`src/rtl/imem_writer.sv`:
```
// imem_writer: DEPTH x 8 writable instruction store, loaded from a valid/ready byte stream.
// Build macro IMEM_WRITER_CHECKSUM_EN turns the in_last byte into a checksum byte instead of data.
module imem_writer #(
    parameter int DEPTH = 32
) (
    input  logic       clk,
    input  logic       reset,
    input  logic       load_start,
    input  logic       in_valid,
    input  logic [7:0] in_byte,
    input  logic       in_last,
    output logic       in_ready,
    output logic       busy,
    output logic       cpu_hold,
    output logic       load_done,
    output logic [6:0] load_count,
    output logic       checksum_err,
    input  logic [7:0] Read_Address,
    output logic [7:0] instruction,
    output logic [1:0] dbg_state_o
);
    localparam int AW = (DEPTH > 1) ? $clog2(DEPTH) : 1;
    localparam int PW = AW + 1;
    localparam logic [PW-1:0] LAST_PTR = PW'(DEPTH - 1);
    localparam logic [8:0] DEPTH_9 = 9'(DEPTH);

    typedef enum logic [1:0] {
        S_IDLE = 2'd0,
        S_LOAD = 2'd1,
        S_DONE = 2'd2
    } state_t;

    state_t        state_q;
    logic [PW-1:0] wr_ptr_q;
    logic [6:0]    count_q;
    logic          ready_q;
    logic          busy_q;
    logic          done_q;
    logic          err_q;
    logic [7:0]    mem_q [DEPTH];

    logic beat;
    logic last_entry;
    logic load_end;
    logic mem_we;

    // Handshake: in_ready is high for the whole LOAD state; a byte transfers on every
    // rising edge where in_valid && in_ready. The source may not retract a byte early.
    assign beat       = in_valid && ready_q;
    assign last_entry = (wr_ptr_q == LAST_PTR);
    assign load_end   = in_last || last_entry;

`ifdef IMEM_WRITER_CHECKSUM_EN
    assign mem_we = beat && !in_last;
`else
    assign mem_we = beat;
`endif

    always_ff @(posedge clk) begin
        if (reset) begin
            state_q  <= S_IDLE;
            wr_ptr_q <= '0;
            count_q  <= '0;
            ready_q  <= 1'b0;
            busy_q   <= 1'b0;
            done_q   <= 1'b0;
        end else begin
            case (state_q)
                S_IDLE: begin
                    done_q <= 1'b0;
                    if (load_start) begin
                        state_q  <= S_LOAD;
                        wr_ptr_q <= '0;
                        count_q  <= '0;
                        ready_q  <= 1'b1;
                        busy_q   <= 1'b1;
                    end
                end
                S_LOAD: begin
                    if (beat) begin
                        if (mem_we) begin
                            wr_ptr_q <= wr_ptr_q + PW'(1);
                            count_q  <= count_q + 7'd1;
                        end
                        if (load_end) begin
                            state_q <= S_DONE;
                            ready_q <= 1'b0;
                            busy_q  <= 1'b0;
                            done_q  <= 1'b1;
                        end
                    end
                end
                S_DONE: begin
                    state_q <= S_IDLE;
                    done_q  <= 1'b0;
                end
                default: begin
                    state_q <= S_IDLE;
                    ready_q <= 1'b0;
                    busy_q  <= 1'b0;
                    done_q  <= 1'b0;
                end
            endcase
        end
    end

`ifdef IMEM_WRITER_CHECKSUM_EN
    logic [7:0] sum_q;

    // Sum plus checksum byte must wrap to zero; filling the store without a checksum is an error.
    always_ff @(posedge clk) begin
        if (reset) begin
            sum_q <= 8'h00;
            err_q <= 1'b0;
        end else if (state_q == S_IDLE && load_start) begin
            sum_q <= 8'h00;
            err_q <= 1'b0;
        end else if (state_q == S_LOAD && beat) begin
            if (in_last) begin
                err_q <= ((sum_q + in_byte) != 8'h00);
            end else begin
                sum_q <= sum_q + in_byte;
                if (last_entry) begin
                    err_q <= 1'b1;
                end
            end
        end
    end
`else
    assign err_q = 1'b0;
`endif

    always_ff @(posedge clk) begin
        if (reset) begin
            for (int i = 0; i < DEPTH; i++) begin
                mem_q[i] <= 8'h00;
            end
        end else if (mem_we) begin
            mem_q[wr_ptr_q[AW-1:0]] <= in_byte;
        end
    end

    always_comb begin
        instruction = 8'h00;
        if (!busy_q && ({1'b0, Read_Address} < DEPTH_9)) begin
            instruction = mem_q[Read_Address[AW-1:0]];
        end
    end

    assign in_ready     = ready_q;
    assign busy         = busy_q;
    assign cpu_hold     = busy_q;
    assign load_done    = done_q;
    assign load_count   = count_q;
    assign checksum_err = err_q;
    assign dbg_state_o  = state_q;

endmodule

```
`config.mk`:
```
export PLATFORM = sky130hd
export DESIGN_NAME = imem_writer
export DESIGN_NICKNAME = d
export VERILOG_FILES = /design/src/rtl/imem_writer.sv
export SDC_FILE = /design/constraint.sdc
export NUM_CORES = 1
export LEC_CHECK = 0
export ABC_CLOCK_PERIOD_IN_PS = 2730
export CAP_MARGIN = 20
export CORE_MARGIN = 2
export CORE_UTILIZATION = 55
export DETAILED_ROUTE_END_ITERATION = 6
export PLACE_DENSITY = 0.74
export SETUP_SLACK_MARGIN = 0.5
export SYNTH_ARGS = -nofsm -noshare
export SYNTH_HDL_FRONTEND = slang
export SYNTH_SLANG_ARGS = --single-unit
```
`constraint.sdc`:
```
create_clock -name clk -period 2.73 [get_ports clk]
set_clock_uncertainty 0.1 [all_clocks]
set_input_delay 0.546 -clock clk [delete_from_list [all_inputs] [get_ports clk]]
set_output_delay 0.546 -clock clk [all_outputs]
set_load 0.05 [all_outputs]
```
==> results by group, run 1 <==
CTS
  – CTS Buf Count: 29
  – CTS tree: yes
  – Root buf cell: clkbuf_16
  – Clk slew on worst S/H paths: 60 ps
  – Clk sink count: 273
  – CTS Buffer Depth: 3
  – CTS Hold Bufs: 0
  – Clock Latency Late Sink: 540 ps
  – CTS H-Tree Depth: 1

Synth
  – Cells after Synth: 881
  – Post-synthesis cell area: 0.01298 sq mm
  – FF+latch count, synth: 273
  – Synthesized net count: 907
  – Count of cell types in the netlist: 55
  – Post-synth EDFFs: 256
  – Mean Syn Cell Area: 14.73 sq um
  – Register area share after synthesis: 61.85%
  – Ys Warns: 0
  – Post-synth ARST share: 0%
  – Top_reg_cell synth: edfxtp_1

Finish
  – Most common cell after layout, fill and taps aside: and2_1
  – Most frequent cells in the layout: and2_1, edfxtp_1, mux4_2, buf_4, or2_2
  – Multi-input combinational cell area: 0.004821 sq mm
  – Final nets: 971
  – Fillers: 1,614
  – Layout cells sized above 1: 24.25%
  – Register area: 0.008033 sq mm
  – Cell Count, Final, Fillers Out: 1,285
  – Syn-to-layout area delta: 17.19%

Power
  – Switching power: 2.052 mW
  – Sequential power share: 51.7%
  – P_int: 7.125 mW
  – Sw Share: 22.36%
  – Pwr/cell area: 603.3 mW/mm^2
  – Comb power frac: 8.2%
  – Worst vdd ir: 0.4657 mV
  – Clock Power Share: 40.0%
  – Leakage: 5.648 nW

Critical path
  – Crit path capture type: output port
  – Worst Setup Start Kind: input port
  – Slowest stage delay, CP: 510 ps
  – Critical Path RT: 2080 ps
  – Critical path class: input port to output port
  – CP delay by family, top: buffers and inverters
  – Worst-path fanout max: 8
  – CP max stage cell: or4_4
  – Critical Path AT: 2180 ps
  – FF-to-FF setup slack: 570 ps
  – CP bufs+invs: 3
  – Crit-path cells: dlygate4sd2_1, or4_4, buf_8, a221o_1, a31oi_4, buf_12

Global routing
  – First-pass GRT wire length: 44,880 microns
  – GRT overflow: 0
  – Vias in the first global route: 7,498
  – Largest net degree at the start of global routing: 36
  – Total GRT Usage: 24.66%
  – Initial antenna violation count: 1

Place
  – Hpwl dp: 19,470 microns
  – GP Congestion: 0.8197
  – Placed Instances: 1,226
  – PortBufs: 41

Floorplan
  – Die W: 157.6 microns
  – Row cnt: 56
  – Core region area: 0.02333 sq mm
  – Ports: 43
  – Die Y: 157.6 microns
  – Starting Density: 55.63%
  – Area of the die: 0.02484 sq mm

STA
  – Achievable clock frequency: 0.3543 GHz
  – Fin. Hold Viols: 0
  – Max Slew Vio Count: 0
  – Rel. slew slack: 61.67%
  – Setup ws final: -92.12 ps
  – Crit share post-route: 103.4%
  – Worst-margin pin slew: 572.8 ps
  – Hold slack: 403.4 ps
  – Crit path time final: 2822 ps
  – # setup viols final: 8
  – RSZ-0062 raised after global routing: yes

Drt
  – DRC: 0
  – WL/cell: 23.36 microns
  – Routed Wire Length: 30,010 microns
  – Vias per inst: 5.843
  – Antenna-violating nets left: 0
  – First DRT Iteration DRCs: 585
  – Via count: 7,508
  – 1st-pass router iterations: 5

Outcome
  – Violated checks: negative setup slack
  – Status: finished with violations

Flow run
  – Max-cap violation count: 0

Hold path
  – Min-Delay Path Class: flop to flop
[metal layers]
layer  wire (microns)  up-vias  share of wire, %  track usage, %
li1                 -     3400                 -               -
met1            12490     3739                42           34.53
met2            14050      305                47           38.10
met3             2516       64               8.4           5.886
met4              956        0               3.2           9.048
met5                0        -                 0               0
[what timing repair did]
item,4_1_cts,5_1_grt
resized for setup,60,54
endpoints found under the setup margin,114,158
setup buffers,1,4
gates cloned,1,1
pin swaps,7,6
[synth_stat cells, types with 5 or more instances]
master	number	area share, %
a21oi_1	7	0.27
a221o_1	8	0.62
a221oi_1	6	0.40
a22oi_1	8	0.46
a31oi_1	8	0.39
and2_1	257	12
buf_4	5	0.29
buf_6	8	0.69
clkbuf_1	32	0.93
dfxtp_1	17	2.6
edfxtp_1	256	59
ha_1	5	0.48
inv_1	12	0.35
mux2i_1	32	2.5
mux4_1	29	5.9
mux4_2	27	4.7
nand2_1	14	0.40
nor2_1	48	1.4
o21ai_0	8	0.31
or2_2	34	1.6
[per-stage QoR]
stage	cell area [sq um]	TNS, ps	worst slack [ps]	total power, mW	util, %
2_1_floorplan	13110	0	228.7	5.263	-
3_3_place_gp	14030	-10290	-436.0	5.532	60.14
3_5_place_dp	14030	-14320	-460.2	5.543	60.14
4_1_cts	15030	-1156	-212.2	9.155	64.43
5_1_grt	15210	-585.0	-101.8	9.400	65.18
6_report	15210	-312.1	-92.12	9.177	65.19
[sequential cells by signal, summed over array words and instances, names as in the netlist]
register and cells:
busy 1, mem_q 256, dbg_state_o 2, load_count 7
load_done 1, wr_ptr_q 6
[path summary, 6_finish.rpt]
check                                               from                         to  depth (start not counted)
worst max-delay path                     Read_Address[5]             instruction[4]                          6
worst min-delay path            wr_ptr_q[5]$_SDFFE_PP0P_   wr_ptr_q[5]$_SDFFE_PP0P_                          2
worst max register to register  wr_ptr_q[2]$_SDFFE_PP0P_  mem_q[7][5]$_SDFFCE_PN0P_                          4
worst min register to register  wr_ptr_q[5]$_SDFFE_PP0P_   wr_ptr_q[5]$_SDFFE_PP0P_                          2
[area by class of cell]
type	instances	share of cell area [%]
inverter	13	0.3702
clock inverter	16	0.8062
tap	319	2.624
timing repair buffer	91	6.754
sequential	273	52.81
multi-input combinational	537	31.70
clock buffer	35	4.919
antenna	1	0.01645
[logic make-up (layout without fill, tap and decap cells)]
logic type / after synthesis / after routing / share of synthesized area, %
compound gates: 64 / 64 / 3.885
xor+xnor: 4 / 4 / 0.2699
fa+ha+maj: 5 / 5 / 0.4820
buf+inv: 71 / 155 / 3.278
flops: 273 / 273 / 61.85
mux: 88 / 88 / 13.02
other cells: 1 / 2 / 0.02889
simple gates: 375 / 375 / 17.18
[worst min-delay path: cells and delay by family, from the launching register on]
family / cells / cell delay (ps)
flip-flops: 1 / 330
AO/OA/AOI/OAI: 2 / 130
[power by group through the flow]
stage / logic, mW / registers [mW] / clock network (mW)
3_3_place_gp: 0.701 / 4.83 / 0
2_1_floorplan: 0.442 / 4.82 / 0
3_5_place_dp: 0.705 / 4.84 / 0
6_report: 0.757 / 4.75 / 3.67
5_1_grt: 0.795 / 4.76 / 3.85
4_1_cts: 0.726 / 4.75 / 3.68
(Power assumes the default switching activity.)
==> run 2: changes to the inputs <==
--- a/config.mk
+++ b/config.mk
@@ -12,6 +12,7 @@
 export DETAILED_ROUTE_END_ITERATION = 6
 export PLACE_DENSITY = 0.74
 export SETUP_SLACK_MARGIN = 0.5
+export SLEW_MARGIN = 10
 export SYNTH_ARGS = -nofsm -noshare
 export SYNTH_HDL_FRONTEND = slang
 export SYNTH_SLANG_ARGS = --single-unit
==> results of run 2 <==
The final DEF is identical to that of run 1; final timing and power are the same.
==> run 3: changes to the inputs <==
--- a/config.mk
+++ b/config.mk
@@ -7,10 +7,12 @@
 export LEC_CHECK = 0
 export ABC_CLOCK_PERIOD_IN_PS = 2730
 export CAP_MARGIN = 20
+export CELL_PAD_IN_SITES_DETAIL_PLACEMENT = 1
+export CELL_PAD_IN_SITES_GLOBAL_PLACEMENT = 2
 export CORE_MARGIN = 2
-export CORE_UTILIZATION = 55
+export CORE_UTILIZATION = 45
 export DETAILED_ROUTE_END_ITERATION = 6
-export PLACE_DENSITY = 0.74
+export PLACE_DENSITY = 0.8
 export SETUP_SLACK_MARGIN = 0.5
 export SLEW_MARGIN = 10
 export SYNTH_ARGS = -nofsm -noshare
==> run 3 against run 2 <==
Compared with the run above:
- the run still ends with negative setup slack left
- cell area rose by 0.81%
- final cell count rose by 5.6%
- combinational power rose by 2%
- register-to-register slack barely moved
- routed wire length rose by 15%
- clock-buffer cell count rose by 2
- critical path type unchanged
- critical endpoint is now instruction[0]
- largest cell class unchanged
- largest power group unchanged
- highest routed layer unchanged
==> results by group, run 3 (same netlist as run 1, synthesis figures left out) <==
Global routing
  – Vias in the first global route: 8,425 (+12%)
  – Met1 usage: 31.75% (-2.8 points)
  – Total GRT Usage: 23.29% (-1.4 points)
  – Global routing usage on met3: 3.509% (-2.4 points)
  – Initial antenna violation count: 0 (-1)
  – Largest net degree at the start of global routing: 40 (+11%)
  – GRT overflow: 0 (unchanged)
  – GRT Max-Usage Layer: met2
  – First-pass GRT wire length: 52,740 microns (+18%)
  – Met2 usage: 38.75% (+0.65 points)

Finish
  – Final nets: 976 (+0.51%)
  – Max reg flops: 256 (unchanged)
  – Syn-to-layout area delta: 18.14%
  – Most common cell after layout, fill and taps aside: and2_1
  – Layout cells sized above 1: 23.23% (-1.0 points)
  – Antenna cells: 0 (-1)
  – Final instance area: 0.01533 sq mm (+0.81%)
  – Most frequent cells in the layout: and2_1, edfxtp_1, buf_4, or2_2, clkbuf_16
  – Final Util: 53.71% (-11 points)
  – Largest Register: mem_q

Drt
  – First DRT Iteration DRCs: 530 (-9.4%)
  – WL/cell: 25.40 microns (+8.8%)
  – Routed Wire Length: 34,470 microns (+15%)
  – DRC: 0 (unchanged)
  – 1st-pass router iterations: 5 (unchanged)
  – Antenna-violating nets left: 0 (unchanged)
  – Via count: 7,672 (+2.2%)
  – Vias per inst: 5.654 (-3.2%)

Flow run
  – Max-cap violation count: 0 (unchanged)

Critical path
  – CP bufs+invs: 3 (unchanged)
  – Worst Setup Start Kind: input port
  – Critical path class: input port to output port
  – CP delay by family, top: buffers and inverters
  – Slowest stage delay, CP: 490 ps (-20 ps)
  – Crit path capture type: output port
  – Worst-path fanout max: 8 (unchanged)
  – CP max stage cell: or4_4
  – Crit-path cells: clkdlybuf4s50_1, or4_4, buf_8, a221o_1, a31oi_4, buf_12
  – Critical Path AT: 2340 ps (+160 ps)
  – Critical Path RT: 2080 ps (about the same)

CTS
  – Clk slew on worst S/H paths: 60 ps (about the same)
  – Clock Latency Late Sink: 560 ps (+20 ps)
  – CTS H-Tree Depth: 1 (unchanged)
  – Root buf cell: clkbuf_16
  – Clk sink count: 273 (unchanged)
  – CTS Buffer Depth: 3 (unchanged)
  – CTS Hold Bufs: 0 (unchanged)
  – CTS Buf Count: 30 (+3.4%)
  – CTS tree: yes

Floorplan
  – Area of the die: 0.03022 sq mm (+22%)
  – Core region area: 0.02855 sq mm (+22%)
  – Die W: 173.8 microns (+10%)
  – Starting Density: 45.46% (-10 points)
  – Ports: 43 (unchanged)
  – Row cnt: 62 (+11%)
  – Die Y: 173.8 microns (+10%)

Power
  – Worst vdd ir: 0.5070 mV (+8.9%)
  – Leakage: 5.701 nW (+0.94%)
  – Pwr/cell area: 605.0 mW/mm^2 (+0.27%)

Outcome
  – Status: finished with violations
  – Violated checks: negative setup slack

STA
  – Hold slack: 402.0 ps (-1.409 ps)
  – Fin. Hold Viols: 0 (unchanged)
  – RSZ-0062 raised after global routing: yes
  – Setup ws final: -253.2 ps (-161.0 ps)
  – # setup viols final: 8 (unchanged)
  – Sum Neg Setup Slack: -1508 ps (-1196 ps)
  – Crit share post-route: 109.3% (+5.9 points)
  – Rel. slew slack: 64.83% (+3.2 points)
  – Achievable clock frequency: 0.3352 GHz (-5.4%)
  – Worst-margin pin slew: 525.6 ps (-47.17 ps)
  – Crit path time final: 2983 ps (+161.0 ps)
  – Max Slew Vio Count: 0 (unchanged)

Place
  – Hpwl dp: 22,770 microns (+17%)
  – PortBufs: 41 (unchanged)
  – GP Congestion: 0.8146 (-0.62%)
  – Placement Cell Area: 0.01414 sq mm (+0.78%)

Hold path
  – Min-Delay Path Class: flop to flop
-- run 3: changes by cell type in the layout (fill, tap and decap cells not counted), moves of 3 or more --
cell	before	now
clkinv_1	9	12
bufbuf_16	0	3
a22oi_2	6	1
mux4_1	21	27
buf_6	5	2
mux2i_4	0	3
buf_4	35	41
nor2_1	17	20
nor2_4	11	6
mux4_2	35	29
a22oi_1	2	7
-- run 3: worst reg2reg max path, cell delays in order, from the launching register on --
cell	delay, ps
dfxtp_1	370
inv_1	180
nand3b_1	330
nor2_1	530
or2_2	340
-- run 3: area by class of cell --
cell class / count / area (sq um)
inverters: 13 / 48.80
clock inverters: 18 / 102.6
repair buffers: 95 / 1066
fillers: 2790 / 13210
well taps: 384 / 480.5
flip-flops and latches: 273 / 8034
multi-input cells: 537 / 4803
clock buffers: 37 / 798.3
-- run 3: where the power goes --
group / switching [mW] / leakage (nW) / internal [mW]
combinational: 0.458 / 2.48 / 0.311
clock: 1.61 / 0.438 / 2.14
sequential: 0.0508 / 2.78 / 4.70
-- run 3: routing by layer --
metal  vias to the layer above  wire, microns  share of wire (%)
met2                       247          16950                 49
met1                      3959          14690                 43
met4                         0            942                2.7
met5                         -              0                  0
met3                        59           1880                5.5
li1                       3407              -                  -
-- run 3: path summary, 6_finish.rpt --
| check | start | to | slack (ps) | depth (start not counted) |
|---|---|---|---|---|
| worst max register to register | wr_ptr_q[2]$_SDFFE_PP0P_ | mem_q[18][5]$_SDFFCE_PN0P_ | 570 | 4 |
| worst max-delay path | Read_Address[6] | instruction[0] | -250 | 6 |
| worst min-delay path | load_done$_SDFFE_PP0P_ | load_done$_SDFFE_PP0P_ | 400 | 1 |
| worst min register to register | load_done$_SDFFE_PP0P_ | load_done$_SDFFE_PP0P_ | 400 | 1 |
-- run 3: metrics by stage --
step	std cells	total power, mW	setup slack (ps)
floorplan	881	5.263	228.7
global placement	1295	5.532	-458.2
detailed placement	1295	5.563	-522.1
CTS	1357	9.338	-256.2
global route	1357	9.562	-269.2
finish	1357	9.277	-253.2
-- run 3: repair_timing --
item,CTS,global route
pin swaps,4,1
endpoints found under the hold margin,0,0
setup endpoints to repair,102,95
buffers inserted,4,0
resized for setup,65,22
gates cloned,3,0
